[config.mk]
export PLATFORM = sky130hd
export DESIGN_NAME = rip_uart_tx_mmio
export DESIGN_NICKNAME = d
export VERILOG_FILES = /design/src/rtl/rip_uart_tx_mmio.sv
export SDC_FILE = /design/constraint.sdc
export NUM_CORES = 1
export LEC_CHECK = 0
export CORE_UTILIZATION = 50
export DETAILED_ROUTE_END_ITERATION = 6
export PLACE_DENSITY = 0.75
export SLEW_MARGIN = 10
export SYNTH_ARGS = -nofsm -noshare
export SYNTH_HDL_FRONTEND = slang
export SYNTH_SLANG_ARGS = --single-unit
export TNS_END_PERCENT = 5
[constraint.sdc]
create_clock -name CLK -period 4.95 [get_ports CLK]
set_input_delay 0.7425 -clock CLK [delete_from_list [all_inputs] [get_ports CLK]]
set_output_delay 0.7425 -clock CLK [all_outputs]
set_load 0.05 [all_outputs]
[src/rtl/rip_uart_tx_mmio.sv]
// rtl/rip_uart_tx_mmio.sv - memory-mapped 8N1 UART transmitter with TX FIFO
// Decodes MA-stage loads/stores in a 16-byte window; RDATA has data-RAM (1-cycle) latency.
module rip_uart_tx_mmio #(
  parameter logic [31:0] BASE_ADDR   = 32'hF000_0000,
  parameter int          FIFO_DEPTH  = 8,
  parameter logic [15:0] DEFAULT_DIV = 16'd868
) (
  input  logic        CLK,
  input  logic        RST_N,
  input  logic        MA_READY,
  input  logic        WE,
  input  logic        RE,
  input  logic [31:0] ADDR,
  input  logic [31:0] WDATA,
  output logic [31:0] RDATA,
  output logic        TX,
  output logic        IRQ_EMPTY
);
  localparam int PW = $clog2(FIFO_DEPTH);
  localparam int CW = PW + 1;
  localparam logic [CW-1:0] FULL_CNT = CW'(FIFO_DEPTH);

  typedef enum logic [1:0] {IDLE, START, DATA, STOP} state_t;

  logic          hit, wr, rd;
  logic [1:0]    off;
  logic [7:0]    mem [FIFO_DEPTH];
  logic [PW-1:0] wptr, rptr;
  logic [CW-1:0] count;
  logic          ovf;
  logic [15:0]   div;
  logic          full, empty, busy;
  logic          push_req, push_ok, pop;
  logic [31:0]   rd_val;
  state_t        state, state_nxt;
  logic [15:0]   bit_cnt, bit_cnt_nxt;
  logic [2:0]    bit_idx, bit_idx_nxt;
  logic [7:0]    shift, shift_nxt;
  logic          bit_end;
  logic          unused_bits;

  assign hit      = MA_READY && (ADDR[31:4] == BASE_ADDR[31:4]);
  assign off      = ADDR[3:2];
  assign wr       = hit && WE;
  assign rd       = hit && RE;
  assign full     = (count == FULL_CNT);
  assign empty    = (count == '0);
  assign busy     = (state != IDLE);
  assign push_req = wr && (off == 2'd0);
  // A full FIFO still accepts a byte when the serializer pops in the same cycle.
  assign push_ok  = push_req && (!full || pop);
  assign bit_end  = (bit_cnt == 16'd0);
  assign IRQ_EMPTY = empty && !busy;
  assign unused_bits = ^{ADDR[1:0], WDATA[31:16]};

  always_comb begin
    rd_val = '0;
    case (off)
      2'd1:    rd_val = {28'd0, ovf, busy, empty, full};
      2'd2:    rd_val = {16'd0, div};
      default: rd_val = '0;
    endcase
  end

  always_comb begin
    state_nxt   = state;
    bit_cnt_nxt = bit_cnt;
    bit_idx_nxt = bit_idx;
    shift_nxt   = shift;
    pop         = 1'b0;
    case (state)
      IDLE: begin
        if (!empty) pop = 1'b1;
      end
      START: begin
        if (bit_end) begin
          state_nxt   = DATA;
          bit_idx_nxt = 3'd0;
          bit_cnt_nxt = div - 16'd1;
        end else begin
          bit_cnt_nxt = bit_cnt - 16'd1;
        end
      end
      DATA: begin
        if (bit_end) begin
          bit_cnt_nxt = div - 16'd1;
          if (bit_idx == 3'd7) begin
            state_nxt = STOP;
          end else begin
            bit_idx_nxt = bit_idx + 3'd1;
            shift_nxt   = shift >> 1;
          end
        end else begin
          bit_cnt_nxt = bit_cnt - 16'd1;
        end
      end
      STOP: begin
        if (bit_end) begin
          if (!empty) pop = 1'b1;
          else        state_nxt = IDLE;
        end else begin
          bit_cnt_nxt = bit_cnt - 16'd1;
        end
      end
      default: state_nxt = IDLE;
    endcase
    // Popping always starts a fresh frame, from IDLE or straight out of STOP.
    if (pop) begin
      state_nxt   = START;
      shift_nxt   = mem[rptr];
      bit_cnt_nxt = div - 16'd1;
    end
  end

  always_comb begin
    TX = 1'b1;
    case (state)
      START:   TX = 1'b0;
      DATA:    TX = shift[0];
      default: TX = 1'b1;
    endcase
  end

  always_ff @(posedge CLK) begin
    if (!RST_N) begin
      state   <= IDLE;
      bit_cnt <= '0;
      bit_idx <= '0;
      shift   <= '0;
    end else begin
      state   <= state_nxt;
      bit_cnt <= bit_cnt_nxt;
      bit_idx <= bit_idx_nxt;
      shift   <= shift_nxt;
    end
  end

  always_ff @(posedge CLK) begin
    if (!RST_N) begin
      wptr  <= '0;
      rptr  <= '0;
      count <= '0;
      ovf   <= 1'b0;
      div   <= DEFAULT_DIV;
      RDATA <= '0;
    end else begin
      if (push_ok) wptr <= wptr + 1'b1;
      if (pop)     rptr <= rptr + 1'b1;
      count <= count + CW'(push_ok) - CW'(pop);
      // A dropped byte sets ovf even if STATUS is being cleared.
      if (push_req && !push_ok)
        ovf <= 1'b1;
      else if (wr && off == 2'd1 && WDATA[3])
        ovf <= 1'b0;
      if (wr && off == 2'd2)
        div <= (WDATA[15:0] == 16'd0) ? 16'd1 : WDATA[15:0];
      if (rd) RDATA <= rd_val;
    end
  end

  always_ff @(posedge CLK) begin
    if (push_ok) mem[wptr] <= WDATA[7:0];
  end

endmodule

==> flow_metrics.py, run 1 <==
metrics = {
    "outcome": {
        "status": "completed",
    },
    "clock_network": {
        "cts.sinks": 139,
        "tritoncts": "done",
        "cts_setup_buffers": 0,
        "clock_tree.buffer_depth": 2,
        "clockRootBuffer": "clkbuf_16",
        "clk_latency_ps": 410,
        "htreeDepth": 4,
        "clk_pin_slew_ps": 60,
        "holdBufCountCts": 0,
        "numCtsBuffers": 17,
        "cts_resized": 0,
    },
    "floorplanning": {
        "die_y_um": 116,
        "fp.dieW_um": 116,
        "initial_utilization_pct": 51.3,
        "core_area_sq_um": 12700,
        "ios": 103,
        "die_area_sq_um": 13500,
        "rows": 41,
    },
    "yosys": {
        "yosysSeqAreaShare_pct": 52.6,
        "synth_top_cell_area_share_pct": 29.5,
        "syn_area_sq_um": 6500,
        "synth_edf_count": 64,
        "yosys.area_share.simple_pct": 15.2,
        "syn_area_per_cell_sq_um": 11.0,
        "ys.flop_type": "dfxtp_1",
        "synthMuxAreaShare_pct": 8.46,
        "synth_area_leaders": "edfxtp_1 (30%), dfxtp_1 (23%), mux4_2 (5.5%), ha_1 (3.7%), a21oi_1 (3.2%)",
        "synth_top_family_by_area": "simple AND/OR/NAND/NOR gates",
        "synthArstFlopShare_pct": 0,
        "synth.distinct_cells": 62,
        "yosysTopAreaCell": "edfxtp_1",
        "synth_warnings": 0,
        "synthXorXnorAreaFrac_pct": 2.42,
        "synth_seq_cells": 139,
        "netlist_instances": 593,
        "synthAdderAreaFrac_pct": 3.96,
        "synth-compound-area-share_pct": 12.3,
    },
    "worst_hold_path": {
        "min_delay_path_depth": 2,
        "hp-class": "reg -> reg",
    },
    "power": {
        "internal_power_mw": 2.70,
        "p_comb_share_pct": 34.7,
        "p_clk_share_pct": 31.0,
        "p_leak_nw": 2.74,
        "swShare_pct": 36.1,
        "p_sw_mw": 1.53,
        "ir_worst_vdd_mv": 0.258,
        "p_seq_share_pct": 34.3,
        "power_density_nw_per_um2": 534,
        "power_mw": 4.22,
    },
    "cells_and_area": {
        "fin_nets": 746,
        "drive_above_1_share_pct": 11.6,
        "nFillCells": 974,
        "final_cells": 842,
        "areaGrowthSynthToFinish_pct": 21.6,
        "diodes": 0,
    },
    "setup_path": {
        "reg2reg_depth": 10,
        "rrSetupSlack_ps": 1280,
        "required_ps": 4980,
        "cp-start-kind": "register",
        "critPathKind": "reg -> reg",
        "endpoint_kind": "register",
        "crit_arrival_ps": 3700,
        "timing.rr.start": "bit_cnt[0]",
        "cp_max_fo": 18,
        "endpoint": "mem[5][4]",
        "crit_path_start": "bit_cnt[0]",
        "reg2reg_to": "mem[5][4]",
    },
    "timing": {
        "max_freq_mhz": 273,
        "max-slew-margin-rel_pct": 22.8,
        "setup_violations": 0,
        "finalCritPeriodShare_pct": 74.0,
        "tns_ps": 0,
        "fin_ws_ps": 1280,
        "max_slew.worst_pin.slew_ps": 1160,
        "hold_viol_final": 0,
        "finalMaxSlewViolations": 0,
        "rsz0062_at_grt": "false",
        "layout_min_cycle_time_ps": 3670,
        "finClkSkew_ps": 11.6,
    },
    "placement": {
        "gp_routability_congestion": 0.814,
        "io_buffers": 68,
        "hpwl_um": 9680,
        "place_ws_ps": 1280,
        "dp_cells": 810,
    },
    "detailed_routing": {
        "dr.pass1.iters": 5,
        "vias_per_cell": 5.68,
        "dr_total_vias": 4785,
        "drc": 0,
        "drtIter0Drc": 282,
        "antenna_left": 0,
        "post_drt_wl_per_cell_um": 16.9,
        "drt-total-wl_um": 14200,
    },
    "global_routing": {
        "grt-ovfl-total": 0,
        "grt_pass1_vias": 4601,
        "grt_pass1_wl_um": 22800,
        "grt_max_degree": 46,
        "antenna_found_initial": 0,
        "grt_use_total_pct": 22.5,
    },
    "flow_run": {
        "maxCapViolCount": 0,
    },
}
-- registers in the layout, summed over array words and instances, names as in the netlist, named ones only --
name	flops
ovf	1
state	2
wptr	3
RDATA	16
bit_cnt	16
div	16
count	4
bit_idx	3
shift	8
rptr	3
mem	64
-- per-layer routing --
layer | vias up | routed length (um) | global-route usage, % | share of wire (%)
li1 | 2305 | - | - | -
met1 | 2275 | 6290 | 29.1 | 44
met2 | 189 | 6810 | 36.5 | 48
met3 | 16 | 870 | 5.44 | 6.1
met4 | 0 | 241 | 8.63 | 1.7
met5 | - | 0 | 0 | 0
-- worst min-delay path by stage --
stage / startpoint / to / slack, ps
2_1_floorplan: bit_idx[1] / bit_idx[1] / 450
3_3_place_gp: RDATA[4] / RDATA[4] / 440
3_5_place_dp: RDATA[6] / RDATA[6] / 450
4_1_cts: RDATA[12] / RDATA[12] / 460
5_1_grt: RDATA[9] / RDATA[9] / 470
6_report: RDATA[9] / RDATA[9] / 460
-- cell type report --
type / instances / area [sq um] / area share [%]
multi-input cells: 403 / 2840 / 35.9
flip-flops and latches: 139 / 3420 / 43.3
clock buffers: 21 / 504 / 6.38
well taps: 172 / 215 / 2.72
repair buffers: 74 / 726 / 9.18
inverters: 22 / 87.6 / 1.11
clock inverters: 11 / 115 / 1.46
-- kinds of logic after synthesis --
| family | count (synthesis) |
|---|---|
| and+or+nand+nor | 191 |
| AOI/OAI and AO/OA | 124 |
| muxes | 34 |
| DFF | 139 |
| adders and majority gates | 20 |
| xor gates and xnor gates | 18 |
| other | 1 |
| buffers and inverters | 66 |
-- power by group through the flow --
| stage | sequential [mW] | clock (mW) | combinational, mW |
|---|---|---|---|
| finish | 1.45 | 1.31 | 1.47 |
| floorplan | 1.41 | 0 | 1.16 |
| global placement | 1.47 | 0 | 1.39 |
| global route | 1.47 | 1.37 | 1.63 |
| detailed placement | 1.47 | 0 | 1.44 |
| CTS | 1.45 | 1.32 | 1.46 |
-- Yosys cell counts, drive strengths merged (7+ instances only) --
library cell	instances
nand3	24
nor4	17
a32o	7
a21oi	42
a22o	8
xor2	8
edfxtp	64
mux2i	10
nor3	13
dfxtp	75
xnor2	10
ha	19
o21ai	35
mux2	8
clkbuf	23
mux4	16
inv	22
buf	21
nand2	56
nor2	42
-- placed cells by master, fill, tap and decap left out, drive strengths merged, types with 6 or more instances in the layout --
| master | instances |
|---|---|
| clkdlybuf4s50 | 68 |
| a21oi | 42 |
| nor4 | 17 |
| o21ai | 35 |
| nor3 | 13 |
| inv | 30 |
| dfxtp | 75 |
| edfxtp | 64 |
| mux2 | 8 |
| xnor2 | 10 |
| conb | 16 |
| nor2 | 42 |
| a32o | 7 |
| clkbuf | 21 |
| xor2 | 8 |
| buf | 6 |
| a22o | 8 |
| ha | 19 |
| mux4 | 16 |
| mux2i | 10 |
| nand2 | 56 |
| nand3 | 24 |
-- stage by stage --
step	instance area (sq um)	hold WS, ps	util (%)
2_1_floorplan	6560	446	-
3_3_place_gp	7280	442	57.5
3_5_place_dp	7280	448	57.5
4_1_cts	7900	457	62.4
5_1_grt	7910	474	62.4
6_report	7910	457	62.4
-- worst max-delay path: stages, from the launching register on --
cell      delay, ps
dfxtp_1         340
inv_1           110
ha_1            230
nor3b_2         280
nand4_2         240
or2_0           390
o31a_4          470
inv_6           130
o211ai_4        150
or2_4           290
nor3b_2         660
Note: power is estimated with default switching activity, not from simulation.
==> inputs of run 2 (changes only) <==
--- a/config.mk
+++ b/config.mk
@@ -5,9 +5,9 @@
 export SDC_FILE = /design/constraint.sdc
 export NUM_CORES = 1
 export LEC_CHECK = 0
-export CORE_UTILIZATION = 50
+export CORE_UTILIZATION = 49
 export DETAILED_ROUTE_END_ITERATION = 6
-export PLACE_DENSITY = 0.75
+export PLACE_DENSITY = 0.77
 export SLEW_MARGIN = 10
 export SYNTH_ARGS = -nofsm -noshare
 export SYNTH_HDL_FRONTEND = slang
==> constraint.sdc (replaced) <==
create_clock -name CLK -period 3.1 [get_ports CLK]
set_input_delay 0.465 -clock CLK [delete_from_list [all_inputs] [get_ports CLK]]
set_output_delay 0.465 -clock CLK [all_outputs]
set_load 0.05 [all_outputs]
==> run 2 against run 1 <==
Against the previous run:
- combinational power increased by 84%
- critical path depth increased by 3
- first-iteration DRC count grew 44%
- final area is 2.8% higher
- core utilization increased by 1.2 points
- largest power group unchanged
==> flow_metrics.py, run 2 (synthesis results as in run 1) <==
metrics = {
    "clock_network": {
        "clock_tree.buffer_depth": 2,
        "clockRootBuffer": "clkbuf_16",
        "clk_pin_slew_ps": 60,
        "clk_latency_ps": 420,
        "numCtsBuffers": 17,
        "cts.sinks": 139,
        "htreeDepth": 4,
        "tritoncts": "done",
    },
    "setup_path": {
        "required_ps": 3410,
        "cp_max_fo": 4,
        "cp-start-kind": "register",
        "critPathKind": "reg -> reg",
        "crit_arrival_ps": 3350,
        "endpoint_kind": "register",
    },
    "global_routing": {
        "grt_pass1_wl_um": 24500,
        "grt_max_degree": 31,
        "antenna_found_initial": 0,
        "grt_use_total_pct": 24.1,
        "grt_pass1_vias": 4910,
        "grt-ovfl-total": 0,
    },
    "detailed_routing": {
        "antenna_left": 0,
        "vias_per_cell": 5.86,
        "post_drt_wl_per_cell_um": 18.0,
        "drt-total-wl_um": 15600,
        "dr_total_vias": 5088,
        "dr.pass1.iters": 7,
        "drtIter0Drc": 406,
        "drc": 0,
    },
    "cells_and_area": {
        "areaGrowthSynthToFinish_pct": 24.9,
        "fin_area_sq_um": 8130,
        "diodes": 0,
        "layout_common_cells": "dfxtp_1 (73), clkdlybuf4s50_1 (68), edfxtp_1 (64)",
        "final_common_cell": "dfxtp_1",
        "drive_above_1_share_pct": 16.1,
        "fin_nets": 773,
        "largest_register_ffs": 64,
        "top_register": "mem",
    },
    "floorplanning": {
        "die_y_um": 117,
        "core_area_sq_um": 12800,
        "initial_utilization_pct": 50.9,
        "die_area_sq_um": 13700,
        "rows": 41,
        "fp.dieW_um": 117,
        "ios": 103,
    },
    "timing": {
        "max_slew.worst_pin.slew_ps": 996,
        "finalMaxSlewViolations": 0,
        "finClkSkew_ps": 10.9,
        "max_freq_mhz": 329,
        "layout_min_cycle_time_ps": 3040,
        "hold_viol_final": 0,
        "setup_violations": 0,
        "hold_slack_ps": 458,
        "finalCritPeriodShare_pct": 98.2,
        "tns_ps": 0,
        "max-slew-margin-rel_pct": 33.6,
    },
    "placement": {
        "gp_routability_congestion": 0.904,
        "hpwl_um": 10700,
        "place_area_sq_um": 7480,
        "io_buffers": 68,
    },
    "power": {
        "power_density_nw_per_um2": 871,
        "ir_worst_vdd_mv": 0.428,
        "p_leak_nw": 2.87,
    },
    "flow_run": {
        "maxCapViolCount": 0,
    },
    "outcome": {
        "status": "completed",
    },
    "worst_hold_path": {
        "hp-class": "reg -> reg",
    },
}
==> run 2: worst paths after layout <==
| kind | cells after the start | slack, ps | startpoint | end |
|---|---|---|---|---|
| hold reg to reg | 2 | 460 | RDATA[8] | RDATA[8] |
| hold / removal | 2 | 460 | RDATA[8] | RDATA[8] |
| setup / recovery | 13 | 60 | bit_cnt[1] | count[1] |
| setup reg to reg | 13 | 60 | bit_cnt[1] | count[1] |
==> run 2: per-stage QoR <==
stage	power [mW]	util (%)	instances	setup WS, ps
finish	7.08	63.6	869	57.2
global route	7.45	63.6	869	-66.3
CTS	6.95	63.4	868	21.7
detailed placement	4.84	58.6	836	34.6
global placement	4.71	58.6	836	61.2
floorplan	4.11	-	608	-263
==> run 2: worst max-delay path, stage by stage (launching register included) <==
cell      delay [ps]
dfxtp_2          330
inv_1             80
ha_2             180
nor3b_4          240
nand4_2          130
or2_4            290
o31a_4           350
inv_6             80
o211ai_4          90
ha_1             310
inv_1             70
ha_2             200
fa_2             440
and2_1           160
==> run 2: timing repair <==
item                                    4_1_cts  5_1_grt
buffers inserted                              0        1
hold buffers                                  0        0
gates resized for setup                       0       10
endpoints found under the setup margin        0       13
==> run 2: routing by layer <==
metal  vias to the layer above  track usage, %  share of wire (%)
met5                         -               0                  0
met4                         0            10.7                2.3
met3                        40            5.05                6.0
met2                       228            40.4                 51
met1                      2464            30.1                 41
li1                       2356               -                  -
==> run 2: power by group <==
| group | switching [mW] | internal [mW] |
|---|---|---|
| Combinational | 1.60 | 1.11 |
| Sequential | 0.190 | 2.11 |
| Clock | 0.801 | 1.28 |
| Total | 2.59 | 4.49 |
==> run 2: layout make-up <==
cell class              count  area [sq um]
clock inverters            15           185
inverters                  22          87.6
clock buffers              17           425
fillers                   950          4650
well taps                 172           215
multi-input cells         403          2860
repair buffers            101           928
flip-flops and latches    139          3430
